`config.mk`:
```
export PLATFORM = sky130hd
export DESIGN_NAME = riscv_mc_ctrl
export DESIGN_NICKNAME = d
export VERILOG_FILES = /design/src/rtl/riscv_pkg.sv /design/src/rtl/riscv_alu_ctrl_dec.sv /design/src/rtl/riscv_mc_ctrl.sv
export SDC_FILE = /design/constraint.sdc
export NUM_CORES = 1
export LEC_CHECK = 0
export CAP_MARGIN = 20
export CORE_MARGIN = 3
export CORE_UTILIZATION = 35
export CTS_CLUSTER_SIZE = 8
export DETAILED_ROUTE_END_ITERATION = 10
export PLACE_DENSITY = 0.9
export SYNTH_ARGS = -nofsm -noshare
export SYNTH_HDL_FRONTEND = slang
export SYNTH_SLANG_ARGS = --single-unit
```
`constraint.sdc`:
```
create_clock -name clk -period 2.48 [get_ports clk]
set_clock_uncertainty 0.15 [all_clocks]
set_input_delay 0.62 -clock clk [delete_from_list [all_inputs] [get_ports clk]]
set_output_delay 0.62 -clock clk [all_outputs]
set_load 0.05 [all_outputs]
```
`src/rtl/riscv_pkg.sv`:
```
// riscv_pkg -- shared constants for the multi-cycle RISC-V control unit.
// Holds the ALU control encodings ({ainvert, bnegate, operation[1:0]}), the
// opcode/funct3/funct7 values the controller recognises, the FSM state enum,
// the ALU opclass used by the ALU-control decoder, and datapath mux selects.
package riscv_pkg;

  // ALU control encodings
  localparam logic [3:0] ALU_AND = 4'b0000;
  localparam logic [3:0] ALU_OR  = 4'b0001;
  localparam logic [3:0] ALU_ADD = 4'b0010;
  localparam logic [3:0] ALU_SUB = 4'b0110;
  localparam logic [3:0] ALU_SLT = 4'b0111;
  localparam logic [3:0] ALU_NOR = 4'b1100;

  // Opcodes
  localparam logic [6:0] OP_R  = 7'b0110011;
  localparam logic [6:0] OP_I  = 7'b0010011;
  localparam logic [6:0] OP_LW = 7'b0000011;
  localparam logic [6:0] OP_SW = 7'b0100011;
  localparam logic [6:0] OP_BR = 7'b1100011;

  // funct3 / funct7 values
  localparam logic [2:0] F3_ADD = 3'b000;
  localparam logic [2:0] F3_SLT = 3'b010;
  localparam logic [2:0] F3_OR  = 3'b110;
  localparam logic [2:0] F3_AND = 3'b111;
  localparam logic [2:0] F3_LSW = 3'b010;
  localparam logic [2:0] F3_BEQ = 3'b000;
  localparam logic [6:0] F7_BASE = 7'b0000000;
  localparam logic [6:0] F7_ALT  = 7'b0100000;

  // Mux selects
  localparam logic [1:0] SRCA_PC     = 2'd0;
  localparam logic [1:0] SRCA_RS1    = 2'd1;
  localparam logic [1:0] SRCA_OLDPC  = 2'd2;
  localparam logic [1:0] SRCB_RS2    = 2'd0;
  localparam logic [1:0] SRCB_FOUR   = 2'd1;
  localparam logic [1:0] SRCB_IMM    = 2'd2;
  localparam logic       PCSRC_ALU    = 1'b0;
  localparam logic       PCSRC_ALUOUT = 1'b1;
  localparam logic       ADDR_PC      = 1'b0;
  localparam logic       ADDR_ALUOUT  = 1'b1;
  localparam logic       WB_ALUOUT    = 1'b0;
  localparam logic       WB_MDR       = 1'b1;

  // Instruction class seen by the ALU-control decoder
  typedef enum logic {
    CLS_R = 1'b0,
    CLS_I = 1'b1
  } opclass_e;

  typedef enum logic [3:0] {
    ST_FETCH    = 4'd0,
    ST_DECODE   = 4'd1,
    ST_EXEC_R   = 4'd2,
    ST_EXEC_I   = 4'd3,
    ST_ALU_WB   = 4'd4,
    ST_MEM_ADDR = 4'd5,
    ST_MEM_RD   = 4'd6,
    ST_MEM_WB   = 4'd7,
    ST_MEM_WR   = 4'd8,
    ST_BRANCH   = 4'd9,
    ST_TRAP     = 4'd10
  } state_e;

endpackage

```
`src/rtl/riscv_alu_ctrl_dec.sv`:
```
// riscv_alu_ctrl_dec -- combinational ALU-control decoder.
// Ports:
//   i_opclass  : CLS_R (register-register) or CLS_I (register-immediate)
//   i_funct3   : instr[14:12]
//   i_funct7   : instr[31:25] (ignored for CLS_I, where it is immediate)
//   o_alu_ctrl : ALU operation {ainvert, bnegate, operation[1:0]}
//   o_legal    : 1 when the opclass/funct combination is supported
module riscv_alu_ctrl_dec
  import riscv_pkg::*;
(
  input  opclass_e   i_opclass,
  input  logic [2:0] i_funct3,
  input  logic [6:0] i_funct7,
  output logic [3:0] o_alu_ctrl,
  output logic       o_legal
);

  logic w_f7_base;
  assign w_f7_base = (i_opclass == CLS_I) || (i_funct7 == F7_BASE);

  always_comb begin
    o_alu_ctrl = ALU_ADD;
    o_legal    = 1'b0;
    case (i_funct3)
      F3_ADD: begin
        if (w_f7_base) begin
          o_alu_ctrl = ALU_ADD;
          o_legal    = 1'b1;
        end else if (i_funct7 == F7_ALT) begin
          // only the R-type form reaches here: SUB
          o_alu_ctrl = ALU_SUB;
          o_legal    = 1'b1;
        end
      end
      F3_AND: begin
        o_alu_ctrl = ALU_AND;
        o_legal    = w_f7_base;
      end
      F3_OR: begin
        o_alu_ctrl = ALU_OR;
        o_legal    = w_f7_base;
      end
      F3_SLT: begin
        o_alu_ctrl = ALU_SLT;
        o_legal    = w_f7_base;
      end
      default: begin
        o_alu_ctrl = ALU_ADD;
        o_legal    = 1'b0;
      end
    endcase
  end

endmodule

```
`src/rtl/riscv_mc_ctrl.sv`:
```
// riscv_mc_ctrl -- multi-cycle RISC-V control FSM (R/I ALU ops, lw, sw, beq).
// Inputs : clk, rst (async, active high), instr (IR), alu_zero, mem_ready.
// Outputs: alu_ctrl, alu_src_a, alu_src_b, pc_write, pc_src, ir_write,
//          mem_req, mem_we, addr_sel, reg_write, wb_sel, illegal,
//          mem_timeout, dbg_state (current FSM state for observation).
// Build option: RISCV_MC_CTRL_TRAP_EN -- when defined, an illegal instruction
// parks the FSM in TRAP (illegal held high) until reset; otherwise illegal
// pulses for one DECODE cycle and the instruction retires as a NOP.
// Handshake: a memory request (mem_req) completes in any cycle where
// mem_ready=1; the request is abandoned once it has waited MEM_WAIT_MAX cycles.
module riscv_mc_ctrl
  import riscv_pkg::*;
#(
  parameter int MEM_WAIT_MAX = 15
) (
  input  logic        clk,
  input  logic        rst,
  input  logic [31:0] instr,
  input  logic        alu_zero,
  input  logic        mem_ready,
  output logic [3:0]  alu_ctrl,
  output logic [1:0]  alu_src_a,
  output logic [1:0]  alu_src_b,
  output logic        pc_write,
  output logic        pc_src,
  output logic        ir_write,
  output logic        mem_req,
  output logic        mem_we,
  output logic        addr_sel,
  output logic        reg_write,
  output logic        wb_sel,
  output logic        illegal,
  output logic        mem_timeout,
  output logic [3:0]  dbg_state
);

  localparam int CW = $clog2(MEM_WAIT_MAX + 1);

  state_e         r_state;
  state_e         w_next;
  logic [CW-1:0]  r_wait_cnt;

  logic [6:0] w_opcode;
  logic [2:0] w_funct3;
  logic [6:0] w_funct7;
  logic       w_unused_instr_bits;
  opclass_e   w_opclass;
  logic [3:0] w_dec_alu_ctrl;
  logic       w_dec_legal;
  logic       w_legal;
  logic       w_wait_done;

  logic       w_pc_write, w_ir_write, w_mem_req, w_mem_we, w_reg_write;
  logic       w_illegal, w_timeout;

  assign w_opcode  = instr[6:0];
  assign w_funct3  = instr[14:12];
  assign w_funct7  = instr[31:25];
  assign w_unused_instr_bits = ^{instr[24:15], instr[11:7]};
  assign w_opclass = (w_opcode == OP_R) ? CLS_R : CLS_I;

  riscv_alu_ctrl_dec u_dec (
    .i_opclass  (w_opclass),
    .i_funct3   (w_funct3),
    .i_funct7   (w_funct7),
    .o_alu_ctrl (w_dec_alu_ctrl),
    .o_legal    (w_dec_legal)
  );

  always_comb begin
    w_legal = 1'b0;
    case (w_opcode)
      OP_R, OP_I:   w_legal = w_dec_legal;
      OP_LW, OP_SW: w_legal = (w_funct3 == F3_LSW);
      OP_BR:        w_legal = (w_funct3 == F3_BEQ);
      default:      w_legal = 1'b0;
    endcase
  end

  assign w_wait_done = (r_wait_cnt == CW'(MEM_WAIT_MAX));

  always_ff @(posedge clk or posedge rst) begin
    if (rst) r_state <= ST_FETCH;
    else     r_state <= w_next;
  end

  // Wait counter restarts on completion, abandonment or any state change.
  always_ff @(posedge clk or posedge rst) begin
    if (rst)
      r_wait_cnt <= '0;
    else if (mem_ready || w_timeout || (w_next != r_state))
      r_wait_cnt <= '0;
    else if (w_mem_req)
      r_wait_cnt <= r_wait_cnt + CW'(1);
  end

  always_comb begin
    w_next      = r_state;
    alu_ctrl    = 4'b0000;
    alu_src_a   = 2'd0;
    alu_src_b   = 2'd0;
    pc_src      = 1'b0;
    addr_sel    = 1'b0;
    wb_sel      = 1'b0;
    w_pc_write  = 1'b0;
    w_ir_write  = 1'b0;
    w_mem_req   = 1'b0;
    w_mem_we    = 1'b0;
    w_reg_write = 1'b0;
    w_illegal   = 1'b0;
    w_timeout   = 1'b0;
    case (r_state)
      ST_FETCH: begin
        w_mem_req = 1'b1;
        addr_sel  = ADDR_PC;
        alu_src_a = SRCA_PC;
        alu_src_b = SRCB_FOUR;
        alu_ctrl  = ALU_ADD;
        if (mem_ready) begin
          w_ir_write = 1'b1;
          w_pc_write = 1'b1;
          pc_src     = PCSRC_ALU;
          w_next     = ST_DECODE;
        end else if (w_wait_done) begin
          w_timeout = 1'b1;
          w_next    = ST_FETCH;
        end
      end
      ST_DECODE: begin
        // ALU speculatively forms the branch target from oldPC + imm
        alu_src_a = SRCA_OLDPC;
        alu_src_b = SRCB_IMM;
        alu_ctrl  = ALU_ADD;
        if (!w_legal) begin
          w_illegal = 1'b1;
`ifdef RISCV_MC_CTRL_TRAP_EN
          w_next = ST_TRAP;
`else
          w_next = ST_FETCH;
`endif
        end else begin
          case (w_opcode)
            OP_R:         w_next = ST_EXEC_R;
            OP_I:         w_next = ST_EXEC_I;
            OP_LW, OP_SW: w_next = ST_MEM_ADDR;
            OP_BR:        w_next = ST_BRANCH;
            default:      w_next = ST_FETCH;
          endcase
        end
      end
      ST_EXEC_R: begin
        alu_src_a = SRCA_RS1;
        alu_src_b = SRCB_RS2;
        alu_ctrl  = w_dec_alu_ctrl;
        w_next    = ST_ALU_WB;
      end
      ST_EXEC_I: begin
        alu_src_a = SRCA_RS1;
        alu_src_b = SRCB_IMM;
        alu_ctrl  = w_dec_alu_ctrl;
        w_next    = ST_ALU_WB;
      end
      ST_ALU_WB: begin
        w_reg_write = 1'b1;
        wb_sel      = WB_ALUOUT;
        w_next      = ST_FETCH;
      end
      ST_MEM_ADDR: begin
        alu_src_a = SRCA_RS1;
        alu_src_b = SRCB_IMM;
        alu_ctrl  = ALU_ADD;
        w_next    = (w_opcode == OP_SW) ? ST_MEM_WR : ST_MEM_RD;
      end
      ST_MEM_RD: begin
        w_mem_req = 1'b1;
        addr_sel  = ADDR_ALUOUT;
        if (mem_ready)        w_next = ST_MEM_WB;
        else if (w_wait_done) begin
          w_timeout = 1'b1;
          w_next    = ST_FETCH;
        end
      end
      ST_MEM_WB: begin
        w_reg_write = 1'b1;
        wb_sel      = WB_MDR;
        w_next      = ST_FETCH;
      end
      ST_MEM_WR: begin
        w_mem_req = 1'b1;
        w_mem_we  = 1'b1;
        addr_sel  = ADDR_ALUOUT;
        if (mem_ready)        w_next = ST_FETCH;
        else if (w_wait_done) begin
          w_timeout = 1'b1;
          w_next    = ST_FETCH;
        end
      end
      ST_BRANCH: begin
        alu_src_a  = SRCA_RS1;
        alu_src_b  = SRCB_RS2;
        alu_ctrl   = ALU_SUB;
        pc_src     = PCSRC_ALUOUT;
        w_pc_write = alu_zero;
        w_next     = ST_FETCH;
      end
      ST_TRAP: begin
`ifdef RISCV_MC_CTRL_TRAP_EN
        w_illegal = 1'b1;
        w_next    = ST_TRAP;
`else
        w_next    = ST_FETCH;
`endif
      end
      default: w_next = ST_FETCH;
    endcase
  end

  // Strobes are held low for the whole time reset is asserted.
  assign pc_write    = w_pc_write  & ~rst;
  assign ir_write    = w_ir_write  & ~rst;
  assign mem_req     = w_mem_req   & ~rst;
  assign mem_we      = w_mem_we    & ~rst;
  assign reg_write   = w_reg_write & ~rst;
  assign illegal     = w_illegal   & ~rst;
  assign mem_timeout = w_timeout   & ~rst;
  assign dbg_state   = r_state;

endmodule
```
* Word-level counts from Yosys, hierarchy flattened
Index checks and enable logic that the tools add are counted.
Cells by class: magnitude comparators 0, multiplexer cells 35, add/subtract/negate cells 1, shift operators 0, bitwise gates (word level) 8, eq/ne operators 20, reduce and logical (&&, ||, !) cells 17, multiply operators 0, div/mod/pow operators 0
Operators with widths (count):
- 4-bit two-way mux | 9
- 4-bit one-hot mux with 4 select lines | 2
- 4-bit one-hot mux with 6 select lines | 1
- 7-bit by 6-bit equality test with 1-bit output (second input constant) | 3
- 4-bit by 3-bit equality test with 1-bit output (second input constant) | 4
- 1-bit two-way mux | 16
- 4-bit equality test (second input constant) | 3
- 4-bit one-hot mux with 3 select lines | 1
- 3-bit OR reduction | 4
- 2-bit OR reduction | 5
- 4-bit by 2-bit equality test with 1-bit output (second input constant) | 2
- 2-bit one-hot mux with 2 select lines | 2
- 1-bit bitwise AND | 7
- 7-bit by 2-bit equality test with 1-bit output (second input constant) | 1
- 7-bit by 5-bit equality test with 1-bit output (second input constant) | 1
- 7-bit equality test (second input constant) | 1
- 7-bit logical NOT | 1
- 3-bit equality test (second input constant) | 2
- 4-bit by 1-bit adder with 4-bit output (second input constant) | 1
- 4-bit by 1-bit equality test with 1-bit output (second input constant) | 1
- 4-bit logical NOT | 1
- 4-bit inequality test | 1
- 1-bit one-hot mux with 2 select lines | 2
- 4-bit OR reduction | 1
- other kinds (7) | 9
Storage, ports and cells: ROM bits 0, register bits 8, memory bits (writable) 0, logic and storage cells 83, bits in latches 0, memories 0

* Longest topological paths before layout
Gate-level depths: netlist (run 1).
depth after elaboration 11, depth in mapped cells 5

* Modules after synthesis
Synthesis (run 1) repeated with hierarchy kept, for this count alone.
Second synthesis, totals: cell total of the unflattened synthesis 107, area total of the unflattened synthesis 835.8 sq um
Modules (own cells, without submodules):
- riscv_mc_ctrl | area each 748.2 sq um, cells each 95, instances 1
- riscv_alu_ctrl_dec | area each 87.6 sq um, cells each 12, instances 1

* Worst setup path after synthesis (run 1)
Ideal clock, no wire load.
kind flip-flop to output port, from register r_state[1], in the netlist dbg_state[1], to output pc_write, arrival 3.477 ns, path slack -1.767 ns, buffers on the path 1, stages on the path, launching flop included 5, cells stage by stage dfrtp_1 buf_6 nor4_1 nand2_1 a21oi_1
On the way: cells in the longest elaborated chain, start to end 3
Ends and longest elaborated chain:
- from (decl) | line riscv_mc_ctrl.sv:39 | state_e r_state;
- from (signal assigned) | line riscv_mc_ctrl.sv:84 | else r_state <= w_next;
- 4-bit equality test / 4-bit logical NOT (equally long branches) | line riscv_mc_ctrl.sv:112 | case (r_state)
- 1-bit one-hot mux with 2 select lines (*) | line riscv_mc_ctrl.sv:112
- 1-bit bitwise AND (*) | line riscv_mc_ctrl.sv:219 | assign pc_write = w_pc_write & ~rst;
- to (decl) | line riscv_mc_ctrl.sv:24 | output logic pc_write,
Every way passes the cells marked *; elsewhere a longest branch is shown, timed or not.

* Final worst setup path (run 1)
from input instr[27], to output alu_ctrl[2]
On the way: cells in the longest elaborated chain, start to end 5
Ends and longest elaborated chain:
- from (decl) | line riscv_mc_ctrl.sv:18 | input logic [31:0] instr,
- 7-bit by 6-bit equality test with 1-bit output / 7-bit logical NOT (equally long branches) | line riscv_alu_ctrl_dec.sv:29, riscv_alu_ctrl_dec.sv:19
- 3-bit two-way mux / 1-bit logical OR (equally long branches) | line riscv_alu_ctrl_dec.sv:29, riscv_alu_ctrl_dec.sv:19
- 4-bit two-way mux (*) | line riscv_alu_ctrl_dec.sv:26 | if (w_f7_base) begin
- 4-bit one-hot mux with 4 select lines (*) | line riscv_alu_ctrl_dec.sv:24 | case (i_funct3)
- 4-bit one-hot mux with 3 select lines (*) | line riscv_mc_ctrl.sv:112
- to (decl) | line riscv_mc_ctrl.sv:21 | output logic [3:0] alu_ctrl,
Marked as above.

==> summary.md, run 1 <==
| Metric | Value |
|---|---|
| Status | `finished with violations` |
| Failing checks | `negative setup slack` |
| Final min period | `approximately 2.8 ns` |
| Most common cell after layout, fill and taps aside | `buf_4` |
| WS Path Type | `in2out` |
| Starting Density | `38.04%` |
| Total Nets Final | `220` |
| RSZ-0062 raised after global routing | `true` |
| Synthesis-to-finish area growth | `122.7%` |
| WL final | `just under 4 mm` |
| CTS sink cnt | `8` |
| EDFF count, synth | `0` |
| Layout filler cell count | `approximately 110` |
| Hold Violations, Final | `0` |
| DRT iter0 DRCs | `38` |
| Crit path max fanout | `2` |
| Setup TNS | `-0.7083 ns` |
| Synthesized instance count | `roughly 110` |
| Worst hold path class | `in2async` |
| Syn Nets | `146` |
| Design area | `about 1900 um^2` |
| Tightest Pin Transition | `around 0.55 ns` |
| F_max | `about 350 MHz` |
| Via/cell ratio | `5.900` |
| CORE AREA | `about 2300 um^2` |
| Startpoint Class | `input pin` |
| Later-pin clock latency in the skew report | `approximately 0.28 ns` |
| FFs w/ async S/R, synth | `between 90% and 100%` |
| Ant. Diodes | `0` |
| Largest net degree at the start of global routing | `16` |
| Post-Synth Adder-Cell Area | `under 10%` |
| Vias in the first global route | `between 1000 and 1500` |
| Synth area leaders | `dfrtp_1 23%, nand2_1 5.2%, nand3_1 4.6%` |
| Dpl hpwl | `2.499 mm` |
| Initial antenna violation count | `0` |
| # port buffers | `41` |
| CTS tree | `yes` |
| Setup Viol. Count Final | `3` |
| DP Area | `roughly 1700 um^2` |
| Drt pass-1 iters | `4` |
| CTS buffer count | `3` |
| GRT Total Usage | `between 20% and 30%` |
| Wire length per cell | `~19 um` |
| Synthesized flop and latch total | `8` |
| Most frequent cells in the layout | `30 x buf_4, 16 x buf_12, 11 x nand2_1` |
| Die height | `approximately 56 um` |
| Multi-input gate area in the final layout | `between 800 and 900 um^2` |
| Largest family of logic cells by synthesized area | `simple AND/OR/NAND/NOR gates` |
| Placer Congestion | `0.8268` |
| DRC viols | `0` |
| Synth Area in Compound Gates | `~20%` |
| DIE AREA | `3106 um^2` |
| P per Cell Area | `about 260 nW/um^2` |
| Final Cycle Share | `114.1%` |
| Number of placed I/O pins | `58` |
| Top cell type's share of synthesized area | `a little under a quarter` |
| Total grt overflow | `0` |
| Simple-Gate Fraction of Synth Area | `between 40 and 50%` |
| Sequential-to-total area share from yosys stat | `23.12%` |
| Sequential cell area | `approximately 210 um^2` |
| Core Rows | `17` |
| CTS Buffer Depth | `2` |
| Fraction of layout cells with a size suffix above 1 | `~57%` |
| Number of max-cap violations | `0` |
| Clock transition at path regs | `roughly 0.070 ns` |
| VDD IR max | `approximately 0.21 mV` |
| Leakage power | `0.8556 nW` |
| Avg Inst Size Synth | `roughly 7.9 um^2` |
| Placed Cells | `about 200` |
| Main synth FF type | `dfrtp_1` |
| Final ANT Viol Nets | `0` |
| Final setup margin | `-0.3486 ns` |
| Post-synthesis mux area share | `roughly 2.3%` |
| Biggest area consumer among synthesized cells | `dfrtp_1` |
| Root Buffer | `clkbuf_4` |
| First-pass GRT wire length | `slightly below 6 mm` |
| Hold-fix buffers, CTS | `0` |
| CP endpoint kind | `output port` |
| Hold Worst Slack | `roughly 0.47 ns` |
| Max-slew violations | `0` |
| WP data arrival | `2.06 ns` |
| Non-Filler Instances | `210` |
| Total power | `around 490 uW` |
| DR vias | `between 1000 and 1500` |
| Synth Area in XOR/XNOR | `under 10%` |
| Cells on worst reg2reg path | `4` |
| Slew Limit Headroom | `between 60 and 70%` |
| Number of H-tree levels | `1` |
| Post-synth cell types | `47` |
| Data required, critical path | `between 1.5 and 2 ns` |
| Die width | `roughly 56 um` |
| Yosys warns | `0` |
| Mapped Area | `865.8 um^2` |
power by group:
part           switching, mW  total, mW  internal [mW]
logic                  0.123      0.236          0.113
registers            0.00444      0.140          0.135
clock network         0.0567      0.119         0.0622
critical path: stages:
cell	delay, ns
buf_6	0.09
or4_4	0.54
nor3_4	0.20
a41oi_2	0.12
o32ai_2	0.30
buf_12	0.18
cell usage after synthesis (2+ instances only):
library cell,instances
nand2_1,12
nor2_1,9
dfrtp_1,8
nand3_1,8
nor3_1,8
o21ai_0,6
a21oi_1,3
inv_1,3
nor2b_1,3
xor2_1,3
a211o_1,2
a211oi_1,2
and3_1,2
buf_4,2
buf_6,2
mux2i_1,2
nand3b_1,2
nor3_2,2
nor4_1,2
kinds of logic after synthesis:
kind of cell,count (synthesis)
and+or+nand+nor,61
AOI/OAI and AO/OA,23
buffers and inverters,9
DFF,8
xor gates and xnor gates,4
muxes,2
adders and majority gates,1
other,1
per-stage QoR:
step	utilization [%]	setup slack, ns
after global placement	75.81	-0.6340
final	84.72	-0.3486
after CTS	80.21	-0.3326
after global routing	84.72	-0.3887
after detailed placement	75.81	-0.6445
after floorplan	-	-0.5256
registers in the layout, summed over array words and instances, names as in the netlist:
signal,flops
dbg_state,4
r_wait_cnt,4
what timing repair did:
item / CTS / global route
setup buffers: 3 / 6
cloned: 0 / 0
resized for setup: 32 / 33
pin swaps: 8 / 13
endpoints found under the setup margin: 6 / 10
endpoints found under the hold margin: 0 / 0
layout make-up:
class	instances	area share [%]
sequential	8	10.77
multi-input combinational	92	42.18
inverter	3	0.5840
timing repair buffer	75	43.28
tap	28	1.817
clock buffer	4	1.363
path summary, 6_finish.rpt:
path	slack (ns)	startpoint	end
setup / recovery	-0.35	instr[27]	alu_ctrl[2]
hold / removal	0.47	rst	dbg_state[2]
setup reg to reg	0.66	dbg_state[3]	r_wait_cnt[1]
hold reg to reg	0.48	r_wait_cnt[1]	r_wait_cnt[1]
max in group asynchronous	1.47	rst	dbg_state[2]
min in group clk	0.48	r_wait_cnt[1]	r_wait_cnt[1]
routing by layer:
layer,track usage [%],vias up,share of wire (%)
met2,42.91,83,53
met1,26.67,589,38
li1,-,556,-
met5,0,-,0
met3,3.480,11,7.3
met4,15.28,0,2.4
Power figures use the tool's default switching activity.
==> run 2, diff against run 1 <==
- SLEW_MARGIN: unset -> 10
==> results of run 2 <==
Same layout as run 1: the final DEF is identical, and so are final timing and power.
==> run 3, diff against run 2 <==
- clock period: 2.48 -> 2.9 ns (I/O delays scaled with it)
==> run 3 against run 2 <==
Against the previous run:
- the run still ends with negative setup slack left
- highest routed layer unchanged
- sequential power fell by 11%
- setup slack improved by 0.30 ns
- first-iteration DRC count is 32% lower
- die area did not move
- largest cell class is now multi-input gates
- via count is 12% lower
- largest power group unchanged
- clock-buffer cell count unchanged
- global-route usage fell by 5.3 points
- hold slack better by 0.015 ns
- cell count is 7.1% lower
- critical endpoint unchanged
- sequential share of layout area increased by 1.2 points
==> summary.md, run 3 (synthesis gave the netlist of run 1 again) <==
| Metric | Value |
|---|---|
| R2r setup slk | `0.95 ns (+0.29 ns)` |
| Hold-fix buffers, CTS | `0 (unchanged)` |
| VDD IR max | `0.2595 mV (+22%)` |
| Worst hold path class | `reg2reg` |
| CTS sink cnt | `8 (unchanged)` |
| Dpl hpwl | `2.253 mm (-9.8%)` |
| Final ANT Viol Nets | `0 (unchanged)` |
| DIE AREA | `3106 um^2 (unchanged)` |
| Largest net degree at the start of global routing | `18 (+2)` |
| R2R Path Start | `dbg_state[2]` |
| Final min period | `roughly 2.9 ns` |
| Tightest Pin Transition | `0.5768 ns (+0.03014 ns)` |
| Drt pass-1 iters | `4 (unchanged)` |
| Root Buffer | `clkbuf_4` |
| Total power | `379.8 uW (-23%)` |
| # port buffers | `41 (unchanged)` |
| Startpoint Class | `input pin` |
| Ant. Diodes | `0 (unchanged)` |
| Data required, critical path | `2.03 ns (+0.32 ns)` |
| Crit-path max cell delay | `0.54 ns (about the same)` |
| Final setup margin | `-0.04515 ns (+0.3035 ns)` |
| CTS buffer count | `3 (unchanged)` |
| CP endpoint kind | `output port` |
| Number of H-tree levels | `1 (unchanged)` |
| Synthesis-to-finish area growth | `96.53%` |
| CTS Buffer Depth | `2 (unchanged)` |
| Reg2reg end | `r_wait_cnt[3]` |
| RSZ-0062 raised after global routing | `true` |
| Initial antenna violation count | `0 (unchanged)` |
| Number of placed I/O pins | `58 (unchanged)` |
| Non-Filler Instances | `195 (-7.1%)` |
| Most common cell after layout, fill and taps aside | `buf_4` |
| Total grt overflow | `0 (unchanged)` |
| P per Cell Area | `223.2 nW/um^2 (-13%)` |
| WL final | `2.935 mm (-25%)` |
| Wire length per cell | `15.05 um (-19%)` |
| Fraction of layout cells with a size suffix above 1 | `41.32% (-15 points)` |
| F_max | `~340 MHz` |
| DRT iter0 DRCs | `26 (-32%)` |
| WHS Endpoint | `r_wait_cnt[0]` |
| WS Path Type | `in2out` |
| Via/cell ratio | `5.615 (-4.8%)` |
| Setup TNS | `-0.04515 ns (+0.6632 ns)` |
| WP data arrival | `2.07 ns (about the same)` |
| Setup Viol. Count Final | `1 (-2)` |
| Crit path max fanout | `2 (unchanged)` |
| CTS tree | `yes` |
| Most frequent cells in the layout | `20 x buf_4, 13 x buf_12, 11 x nand2_1` |
| Worst slack, placed | `-0.3829 ns (+0.2616 ns)` |
| Slew Limit Headroom | `61.54% (-1.5 points)` |
| DR vias | `1095 (-12%)` |
| Failing checks | `negative setup slack` |
| CORE AREA | `2276 um^2 (unchanged)` |
| First-pass GRT wire length | `4.843 mm (-19%)` |
| Later-pin clock latency in the skew report | `0.26 ns (-0.02 ns)` |
| Status | `finished with violations` |
| GRT Total Usage | `18.86% (-5.3 points)` |
| Clock transition at path regs | `0.05 ns (-0.02 ns)` |
| Max-slew violations | `0 (unchanged)` |
| Leakage power | `0.7055 nW (-18%)` |
| Cells on Worst Hold Path | `2` |
| Hold Worst Slack | `0.4795 ns (+0.01453 ns)` |
| Critical Path, Cell by Cell | `buf_6 -> or4_4 -> nor3_4 -> a41oi_2 -> o32ai_4 -> buf_12` |
| Placer Congestion | `0.8589 (+3.9%)` |
| Hold Violations, Final | `0 (unchanged)` |
| Starting Density | `38.04% (unchanged)` |
| Placed Cells | `188 (-4.6%)` |
| Layout filler cell count | `141 (+26%)` |
| Die height | `55.74 um (unchanged)` |
| Die width | `55.74 um (unchanged)` |
| Hold_sp | `r_wait_cnt[0]` |
| DRC viols | `0 (unchanged)` |
| Core Rows | `17 (unchanged)` |
| Total Nets Final | `205 (-6.8%)` |
| Final Cycle Share | `101.6%` |
| Max stage delay cell, worst path | `or4_4` |
| Number of max-cap violations | `0 (unchanged)` |
| Vias in the first global route | `1120 (-11%)` |
| Cells on worst reg2reg path | `4 (unchanged)` |
## run 3: cell count changes in the layout (fill, tap and decap cells not counted), sizes merged
cell | previous run | this run
buf | 58 | 39
dlymetal6s2s | 7 | 2
clkdlybuf4s15 | 3 | 1
clkdlybuf4s50 | 2 | 9
clkbuf | 9 | 4
dlygate4sd2 | 0 | 9
## run 3: per-stage QoR
step | util [%] | cell area [um^2]
after floorplan | - | 973.4
after global placement | 70.86 | 1613
after detailed placement | 70.86 | 1613
after CTS | 74.22 | 1689
after global routing | 74.77 | 1702
final | 74.77 | 1702
## run 3: timing repair
action                     4_1_cts  5_1_grt
setup endpoints to repair        2        2
resized for setup               35        2
buffers inserted                 2        1
cloned                           0        0
pin swaps                       10        4
## run 3: critical path, delay by kind of cell
family	cells	cell delay, ns
simple gates	2	0.67
buf+inv	2	0.27
compound gates	2	0.41
## run 3: worst max-delay path by stage
| stage | endpoint | start |
|---|---|---|
| 6_report | alu_ctrl[2] | instr[27] |
| 5_1_grt | alu_ctrl[2] | instr[27] |
| 4_1_cts | alu_ctrl[2] | instr[27] |
| 3_5_place_dp | alu_ctrl[2] | instr[26] |
| 3_3_place_gp | alu_ctrl[2] | instr[26] |
| 2_1_floorplan | illegal | dbg_state[0] |
## run 3: routing by layer
metal | vias up | wire [um] | global-route usage [%] | share of wire [%]
li1 | 523 | - | - | -
met1 | 508 | 1118 | 21.25 | 38
met2 | 58 | 1532 | 34.12 | 52
met3 | 6 | 223 | 4.176 | 7.6
met4 | 0 | 59 | 7.292 | 2.0
met5 | - | 0 | 0 | 0
## run 3: power by group
part	leakage, nW	internal (mW)	switching [mW]	total (mW)
combinational	0.586	0.0772	0.0872	0.164
sequential	0.105	0.116	0.00778	0.124
clock	0.0150	0.0527	0.0392	0.0919
total	0.706	0.246	0.134	0.380
## run 3: layout make-up
| type | instances | area, um^2 | area share (%) |
|---|---|---|---|
| clock buffers | 4 | 26.28 | 1.544 |
| multi-input cells | 92 | 755.7 | 44.41 |
| well taps | 28 | 35.03 | 2.059 |
| repair buffers | 60 | 669.4 | 39.34 |
| inverters | 3 | 11.26 | 0.6618 |
| flip-flops and latches | 8 | 203.9 | 11.99 |
